### config.mk
export PLATFORM = sky130hd
export DESIGN_NAME = clk_en_mgr
export DESIGN_NICKNAME = d
export VERILOG_FILES = /design/src/rtl/clk_en_mgr.sv
export SDC_FILE = /design/constraint.sdc
export NUM_CORES = 1
export LEC_CHECK = 0
export CAP_MARGIN = 15
export CORE_MARGIN = 10
export CORE_UTILIZATION = 60
export CTS_CLUSTER_DIAMETER = 60
export CTS_CLUSTER_SIZE = 40
export DETAILED_ROUTE_END_ITERATION = 8
export GPL_ROUTABILITY_DRIVEN = 0
export GPL_TIMING_DRIVEN = 0
export MAX_ROUTING_LAYER = met4
export PLACE_DENSITY_LB_ADDON = 0.2
export SLEW_MARGIN = 20
export SYNTH_ARGS = -nofsm -noshare
export SYNTH_HDL_FRONTEND = slang
export SYNTH_SLANG_ARGS = --single-unit
### constraint.sdc
create_clock -name clk -period 6.6 [get_ports clk]
set_input_delay 1.32 -clock clk [delete_from_list [all_inputs] [get_ports clk]]
set_output_delay 1.32 -clock clk [all_outputs]
set_load 0.05 [all_outputs]
### src/rtl/clk_en_mgr.sv
// Multi-channel fractional clock-enable generator with ordered per-channel bring-up.
// Latency: a phase-accumulator carry in cycle n appears on ce_out in cycle n+1; ready follows LOCK_CYC cycles of locking.
// Backpressure: none; enables are free-running pulses, and enable=0 parks every channel and the sequencer.
//
// Ports:
//   clk        system clock, all logic on posedge
//   rst_b      synchronous active-low reset, highest priority
//   enable     global run request; low forces all channels OFF and the sequencer IDLE
//   inc        per-channel phase increments, channel i at [i*ACC_W +: ACC_W]
//   inc_load   per-channel strobe capturing its inc slice; relocks a running channel
//   ce_out     per-channel one-cycle enable pulses, rate f_clk*inc_reg/2^ACC_W
//   ready      per-channel locked indication
//   all_ready  AND of all ready bits
module clk_en_mgr #(
   parameter int NUM_CH   = 3,
   parameter int ACC_W    = 16,
   parameter int LOCK_CYC = 16,
   parameter int CH_GAP   = 8
) (
   input  logic                      clk,
   input  logic                      rst_b,
   input  logic                      enable,
   input  logic [NUM_CH*ACC_W-1:0]   inc,
   input  logic [NUM_CH-1:0]         inc_load,
   output logic [NUM_CH-1:0]         ce_out,
   output logic [NUM_CH-1:0]         ready,
   output logic                      all_ready
);

   localparam int CNT_W = (LOCK_CYC > 1) ? $clog2(LOCK_CYC) : 1;
   localparam int GAP_W = (CH_GAP > 1) ? $clog2(CH_GAP) : 1;
   localparam int CH_W  = (NUM_CH > 1) ? $clog2(NUM_CH) : 1;

   typedef enum logic [1:0] {
      CH_OFF     = 2'd0,
      CH_LOCKING = 2'd1,
      CH_LOCKED  = 2'd2
   } ch_state_t;

   typedef enum logic [1:0] {
      SEQ_IDLE = 2'd0,
      SEQ_WAIT = 2'd1,
      SEQ_GAP  = 2'd2,
      SEQ_RUN  = 2'd3
   } seq_state_t;

   logic [NUM_CH-1:0] start;

   // ------------------------------------------------------------------
   // Per-channel phase accumulator and lock FSM
   // ------------------------------------------------------------------
   for (genvar i = 0; i < NUM_CH; i++) begin : g_ch
      ch_state_t        state_q, state_d;
      logic [ACC_W-1:0] acc_q, acc_d;
      logic [ACC_W-1:0] inc_q;
      logic [CNT_W-1:0] cnt_q, cnt_d;
      logic [ACC_W:0]   sum;
      logic [ACC_W-1:0] inc_slice;
      logic             ce_q, ce_d;

      assign inc_slice = inc[i*ACC_W +: ACC_W];
      // One extra bit keeps the carry; acc itself wraps modulo 2^ACC_W.
      assign sum       = {1'b0, acc_q} + {1'b0, inc_q};

      always_comb begin
         state_d = state_q;
         acc_d   = acc_q;
         cnt_d   = cnt_q;
         case (state_q)
            CH_OFF: begin
               acc_d = '0;
               cnt_d = '0;
               if (start[i]) state_d = CH_LOCKING;
            end
            CH_LOCKING: begin
               acc_d = sum[ACC_W-1:0];
               if (cnt_q == CNT_W'(LOCK_CYC-1)) begin
                  state_d = CH_LOCKED;
                  cnt_d   = '0;
               end else begin
                  cnt_d = cnt_q + 1'b1;
               end
            end
            CH_LOCKED: begin
               acc_d = sum[ACC_W-1:0];
            end
            default: begin
               state_d = CH_OFF;
               acc_d   = '0;
               cnt_d   = '0;
            end
         endcase
         // A new increment on a running channel restarts its lock from phase zero.
         if (inc_load[i] && (state_q != CH_OFF)) begin
            state_d = CH_LOCKING;
            acc_d   = '0;
            cnt_d   = '0;
         end
         if (!enable) begin
            state_d = CH_OFF;
            acc_d   = '0;
            cnt_d   = '0;
         end
      end

      // Gating on the next state keeps ce_out a subset of ready, including
      // the cycle a channel drops out for relock or disable.
      assign ce_d = sum[ACC_W] && (state_d == CH_LOCKED);

      always_ff @(posedge clk) begin
         if (!rst_b) begin
            state_q <= CH_OFF;
            acc_q   <= '0;
            cnt_q   <= '0;
            inc_q   <= '0;
            ce_q    <= 1'b0;
         end else begin
            state_q <= state_d;
            acc_q   <= acc_d;
            cnt_q   <= cnt_d;
            ce_q    <= ce_d;
            if (inc_load[i]) inc_q <= inc_slice;
         end
      end

      assign ready[i]  = (state_q == CH_LOCKED);
      assign ce_out[i] = ce_q;
   end

   assign all_ready = &ready;

   // ------------------------------------------------------------------
   // Bring-up sequencer: starts channels in index order
   // ------------------------------------------------------------------
   seq_state_t        seq_q, seq_d;
   logic [CH_W-1:0]   ch_q, ch_d, ch_nxt;
   logic [GAP_W-1:0]  gap_q, gap_d;

   assign ch_nxt = ch_q + 1'b1;

   always_comb begin
      seq_d = seq_q;
      ch_d  = ch_q;
      gap_d = gap_q;
      start = '0;
      case (seq_q)
         SEQ_IDLE: begin
            if (enable) begin
               start[0] = 1'b1;
               ch_d     = '0;
               seq_d    = SEQ_WAIT;
            end
         end
         SEQ_WAIT: begin
            if (ready[ch_q]) begin
               if (ch_q == CH_W'(NUM_CH-1)) begin
                  seq_d = SEQ_RUN;
               end else if (CH_GAP == 1) begin
                  // Single-cycle gap: the cycle that sees ready is the gap.
                  start[ch_nxt] = 1'b1;
                  ch_d          = ch_nxt;
               end else begin
                  // The WAIT cycle that observed ready already counts as gap cycle 1.
                  seq_d = SEQ_GAP;
                  gap_d = GAP_W'(1);
               end
            end
         end
         SEQ_GAP: begin
            if (gap_q == GAP_W'(CH_GAP-1)) begin
               start[ch_nxt] = 1'b1;
               ch_d          = ch_nxt;
               gap_d         = '0;
               seq_d         = SEQ_WAIT;
            end else begin
               gap_d = gap_q + 1'b1;
            end
         end
         SEQ_RUN: begin
            seq_d = SEQ_RUN;
         end
         default: begin
            seq_d = SEQ_IDLE;
         end
      endcase
      if (!enable) begin
         seq_d = SEQ_IDLE;
         ch_d  = '0;
         gap_d = '0;
         start = '0;
      end
   end

   always_ff @(posedge clk) begin
      if (!rst_b) begin
         seq_q <= SEQ_IDLE;
         ch_q  <= '0;
         gap_q <= '0;
      end else begin
         seq_q <= seq_d;
         ch_q  <= ch_d;
         gap_q <= gap_d;
      end
   end

endmodule

==> results of run 1 <==
flip-flops by register name, summed over array words and instances (netlist names):
signal	flops
ch_q	2
g_ch.acc_q	48
g_ch.ce_q	3
g_ch.cnt_q	12
g_ch.inc_q	48
g_ch.state_q	6
gap_q	3
seq_q	2
logic make-up after synthesis:
| kind of cell | Yosys count |
|---|---|
| buf+inv | 49 |
| flops | 124 |
| simple gates | 247 |
| compound gates | 173 |
| xor+xnor | 25 |
| fa+ha+maj | 75 |
| mux | 53 |
metrics by stage:
stage | power (W) | util (%) | cells | hold slack [ps] | instance area [sq um]
final | 0.001870 | 74.42 | 975 | 475.8 | 8209
after global routing | 0.001929 | 74.42 | 975 | 504.4 | 8209
after CTS | 0.001879 | 74.42 | 975 | 470.3 | 8209
after detailed placement | 0.0009307 | 68.93 | 943 | 461.1 | 7604
after global placement | 0.0009246 | 68.93 | 943 | 446.8 | 7604
after floorplan | 0.0008767 | - | 746 | 435.2 | 6858
Yosys cell counts (5+ instances only):
master,instances
clkbuf_1,19
xor2_1,18
mux2i_1,52
nand3_1,18
nand2b_1,9
buf_2,5
nand2_1,30
o21ai_0,39
dfxtp_1,124
inv_1,22
a21o_1,13
a21oi_1,38
a211oi_1,15
and3_1,7
a31oi_1,6
ha_1,72
nor2b_1,61
and2_1,13
o21a_1,16
nor3_1,25
nor2_1,65
xnor2_1,7
how the worst min path moves through the flow:
stage / end / depth (start not counted)
after floorplan: gap_q[0] / 2
after global placement: gap_q[0] / 2
after detailed placement: gap_q[0] / 2
after CTS: gap_q[0] / 2
after global routing: gap_q[0] / 2
final: gap_q[0] / 2
area by class of cell:
class / count / area (sq um) / share of cell area [%]
clock inverters: 7 / 110.1 / 1.341
clock buffers: 25 / 495.5 / 6.036
repair buffers: 57 / 570.5 / 6.950
flip-flops and latches: 124 / 2482 / 30.24
multi-input cells: 573 / 4174 / 50.85
plain buffers: 27 / 118.9 / 1.448
well taps: 140 / 175.2 / 2.134
inverters: 22 / 82.58 / 1.006
tightest hold or removal path: stages (launching register included):
cell and delay [ps]:
dfxtp_1 330, inv_1 50, a21oi_1 50
routing by layer:
| layer | up-vias | part of all wire, % | routed length [um] | global-route usage [%] |
|---|---|---|---|---|
| met5 | - | 0 | 0 | - |
| met4 | 0 | 2.1 | 311 | 7.703 |
| met3 | 36 | 3.3 | 497 | 4.623 |
| met2 | 114 | 50 | 7479 | 32.62 |
| met1 | 2593 | 45 | 6653 | 20.70 |
| li1 | 2838 | - | - | - |
power by group:
part | internal, W | switching [W]
Combinational | 0.0000719 | 0.0000641
Clock | 0.000631 | 0.000323
Sequential | 0.000768 | 0.0000119
==> flow_summary.yaml, run 1 <==
outcome:
  status: "complete, no violations"
critical_path:
  crit_fanout: 9
  criticalPathCategory: "reg2out"
  endpoint: "all_ready"
  critPathSlowestCell: "clkdlybuf4s50_1"
  worstSetupStartpointType: "flop"
  startpoint: "g_ch[2].state_q[0]"
  regToRegStartpoint: "g_ch[1].inc_q[1]"
  reg2reg_to: "g_ch[1].acc_q[15]"
  end_kind: "output port"
  critical_path_depth: 5
  crit_arrival_ps: 2510
  required_ps: 5280
  crit_chain: "inv_1 > ha_1 > clkbuf_1 > and3_1 > clkdlybuf4s50_1"
  critical_path.max_stage_delay_ps: 810
  r2r_setup_slack_ps: 4010
  critPathBufInv: 3
  reg2regPathDepth: 7
  crit_family: "buffers and inverters"
clock_network:
  postCtsResizedCells: 0
  cts_buffers: 17
  clockBufferDepth: 2
  clock_latency_ps: 420
  clkSinkCount: 124
  htreeDepth: 4
  clk_transition_reported_paths_ps: 50
  cts_root_buf: "clkbuf_16"
  cts_tree: "yes"
  hold_buffers: 0
  cts_setup_buffers: 0
placement:
  pre_cts_ws_ps: 3218
  hpwlAfterDp_mm: 11.14
  portBuffers: 57
route:
  wire_per_inst_um: 15.32
  vias: 5581
  wl_mm: 14.94
  drtAntennaViolNets: 0
  vias_per_cell: 5.724
  drc: 0
  drtIter0Drc: 310
  first_pass_iters: 4
global_routing:
  grt_pass1_vias: 5630
  antenna_found_initial: 0
  grt_max_degree: 17
  grt_pass1_wl_mm: 25.20
  grtUsageTotal_pct: 19.03
  overflow: 0
layout:
  nFillCells: 812
  nets: 951
  antenna_cells: 0
  drive_gt1_share_pct: 5.749
  syn_to_final_growth_pct: 19.70
  final_cell_mix: "dfxtp_1 (124), ha_1 (72), nor2_1 (65)"
  layout_commonest_cell: "dfxtp_1"
synthesis:
  synth_top_family_by_area: "simple AND/OR/NAND/NOR gates"
  syn-cell-area_sq_um: 6858
  yosysUniqueCellTypes: 59
  ys.flop_type: "dfxtp_1"
  synth_fa_ha_area_share_pct: 14.01
  synth.top_cell.area_share_pct: 36.20
  syn_inst: 746
  synthXorXnorAreaFrac_pct: 3.193
  synth_compound_area_share_pct: 17.26
  synth.mux.area_fraction_pct: 7.754
  synth_warnings: 0
  syn_area_per_cell_sq_um: 9.193
  synth_edf_count: 0
  yosys.area_share.simple_pct: 18.65
  yosys.area.top_type: "dfxtp_1"
  syn-num-nets: 875
  yosysSeqAreaShare_pct: 36.20
  synthTopCellsByArea: "dfxtp_1 (36%), ha_1 (13%), mux2i_1 (7.6%)"
  ys_ff_latch: 124
  async_flop_share_pct: 0
sta:
  setup_tns_ps: 0
  finalSetupViolCount: 0
  fmax_ghz: 0.2610
  finClkSkew_ps: 7.372
  drv_slew: 0
  slew_headroom_pct: 63.74
  tightest_slew_ps: 538.3
  hold_violations: 0
  finalCritPeriodShare_pct: 58.06
  rsz0062_at_grt: "false"
  post-route-min-period_ps: 3832
  worst_slack_ps: 2768
die:
  die_x_um: 126.9
  core-area_sq_um: 11030
  ios: 61
  floorplan.initialDensity_pct: 62.17
  design.die.area_sq_um: 16110
  rows: 38
  die_y_um: 126.9
worst_hold_path:
  min-delay-path-class: "reg2reg"
  min_from: "gap_q[0]"
power_and_ir_drop:
  ir_drop_uv: 205.8
  p_leak_nw: 3.487
  powerDensity_nw_per_um2: 227.8
job:
  drv_cap: 0
Note: power is estimated with default switching activity, not from simulation.
==> run 2: changes to the inputs <==
CORE_UTILIZATION = 58   (was 60)
clock period = 3.6 ns   (was 6.6 ns; I/O delays follow)
==> run 2 against run 1 <==
Count of clock-buffer cells in the layout is 1 lower. Global-route usage is 0.32 points higher. Cell count is 0.21% higher. Non-clock buffer count stayed put. Hold slack better by 6.4 ps. Power is 87% higher. Highest routed layer unchanged.
==> flow_summary.yaml, run 2 (same netlist as run 1, synthesis figures left out) <==
clock_network:
  clkSinkCount: 124
  clk_transition_reported_paths_ps: 50
  cts_buffers: 17
  cts_tree: "yes"
  clock_latency_ps: 430
  cts_setup_buffers: 0
  postCtsResizedCells: 0
  hold_buffers: 0
  clockBufferDepth: 2
  htreeDepth: 4
  cts_root_buf: "clkbuf_16"
critical_path:
  crit_fanout: 9
  critPathSlowestCell: "clkdlybuf4s50_1"
  crit_chain: "inv_1 > ha_1 > clkbuf_1 > and3_1 > clkdlybuf4s50_1"
  crit_arrival_ps: 2520
  end_kind: "output port"
  crit_family: "buffers and inverters"
  required_ps: 2880
  worstSetupStartpointType: "flop"
  critical_path.max_stage_delay_ps: 800
  critical_path_depth: 5
  reg2regPathDepth: 7
  critPathBufInv: 3
  criticalPathCategory: "reg2out"
power_and_ir_drop:
  p_leak_nw: 3.496
  swShare_pct: 21.02
  total_power_w: 0.003498
  power_frac_seq_pct: 40.9
  intPower_w: 0.002763
  comb_power_share_pct: 7.1
  ir_drop_uv: 311.1
  powerDensity_nw_per_um2: 424.8
  p_clk_share_pct: 52.0
  net-switching-power_w: 0.0007352
job:
  drv_cap: 0
worst_hold_path:
  min-delay-path-class: "reg2reg"
  hold_depth: 2
sta:
  fmax_ghz: 0.3084
  drv_slew: 0
  holdWs_ps: 482.3
  post-route-min-period_ps: 3243
  finalCritPeriodShare_pct: 90.07
  setup_tns_ps: 0
  rsz0062_at_grt: "false"
  tightest_slew_ps: 563.2
  finClkSkew_ps: 12.79
  hold_violations: 0
  finalSetupViolCount: 0
  slew_headroom_pct: 62.45
die:
  rows: 39
  floorplan.initialDensity_pct: 59.55
  die_x_um: 128.7
  die_y_um: 128.7
  ios: 61
  design.die.area_sq_um: 16570
  core-area_sq_um: 11520
route:
  first_pass_iters: 5
  vias: 5586
  wire_per_inst_um: 15.46
  drc: 0
  drtIter0Drc: 298
  wl_mm: 15.11
  vias_per_cell: 5.718
  drtAntennaViolNets: 0
global_routing:
  overflow: 0
  grtUsageTotal_pct: 19.35
  antenna_found_initial: 0
  grt_pass1_wl_mm: 25.65
  grt_pass1_vias: 5631
  grt_max_degree: 17
layout:
  largest_registers: "g_ch.acc_q (48), g_ch.inc_q (48), g_ch.cnt_q (12)"
  antenna_cells: 0
  post-route-cell-area_sq_um: 8234
  nets: 951
  fin_util_pct: 71.50
  final_cell_mix: "dfxtp_1 (124), ha_1 (72), nor2_1 (65)"
  drive_gt1_share_pct: 5.755
  syn_to_final_growth_pct: 20.07
  layout_commonest_cell: "dfxtp_1"
outcome:
  status: "complete, no violations"
placement:
  hpwlAfterDp_mm: 11.13
  portBuffers: 57
  dpl_cell_area_sq_um: 7607
## run 2: changes by cell type in the layout (fill, tap and decap cells not counted), sizes merged
| cell | before | now |
|---|---|---|
| bufinv | 3 | 4 |
| clkinv | 4 | 3 |
| clkbuf | 44 | 43 |
## run 2: worst register-to-register path, delay by kind of cell (launching register included)
| family | cells | cell delay [ps] |
|---|---|---|
| adders and majority gates | 1 | 260 |
| DFF | 1 | 370 |
| AOI/OAI and AO/OA | 5 | 1430 |
| muxes | 1 | 360 |
## run 2: path summary, 6_finish.rpt
path | startpoint | endpoint | slack [ps]
worst min-delay path | gap_q[0] | gap_q[0] | 480
worst min register to register | gap_q[0] | gap_q[0] | 480
worst max-delay path | g_ch[2].state_q[0] | all_ready | 360
worst max register to register | g_ch[1].inc_q[1] | g_ch[1].acc_q[15] | 1060
## run 2: cell type report
cell class | instances | area [sq um]
Fill cell | 889 | 3282
Buffer | 27 | 118.9
Inverter | 22 | 82.58
Sequential cell | 124 | 2482
Timing Repair Buffer | 57 | 570.5
Tap cell | 143 | 178.9
Multi-Input combinational cell | 573 | 4174
Clock buffer | 24 | 491.7
Clock inverter | 7 | 135.1
## run 2: metal layers
| layer | wire length, um | up-vias | track usage, % |
|---|---|---|---|
| met5 | 0 | - | - |
| met4 | 267 | 0 | 7.023 |
| met3 | 557 | 25 | 5.010 |
| met2 | 7646 | 102 | 33.37 |
| met1 | 6639 | 2635 | 21.11 |
| li1 | - | 2824 | - |
## run 2: metrics by stage
stage,worst slack (ps),instances
floorplan,1172,746
global placement,845.5,946
detailed placement,791.8,946
CTS,339.4,977
global route,236.0,977
finish,357.4,977
## run 2: power by group through the flow
stage	sequential [W]	combinational, W	clock [W]
after global routing	0.00143	0.000276	0.00189
final	0.00143	0.000249	0.00182
after CTS	0.00143	0.000250	0.00183
after global placement	0.00146	0.000238	0
after floorplan	0.00145	0.000156	0
after detailed placement	0.00146	0.000247	0
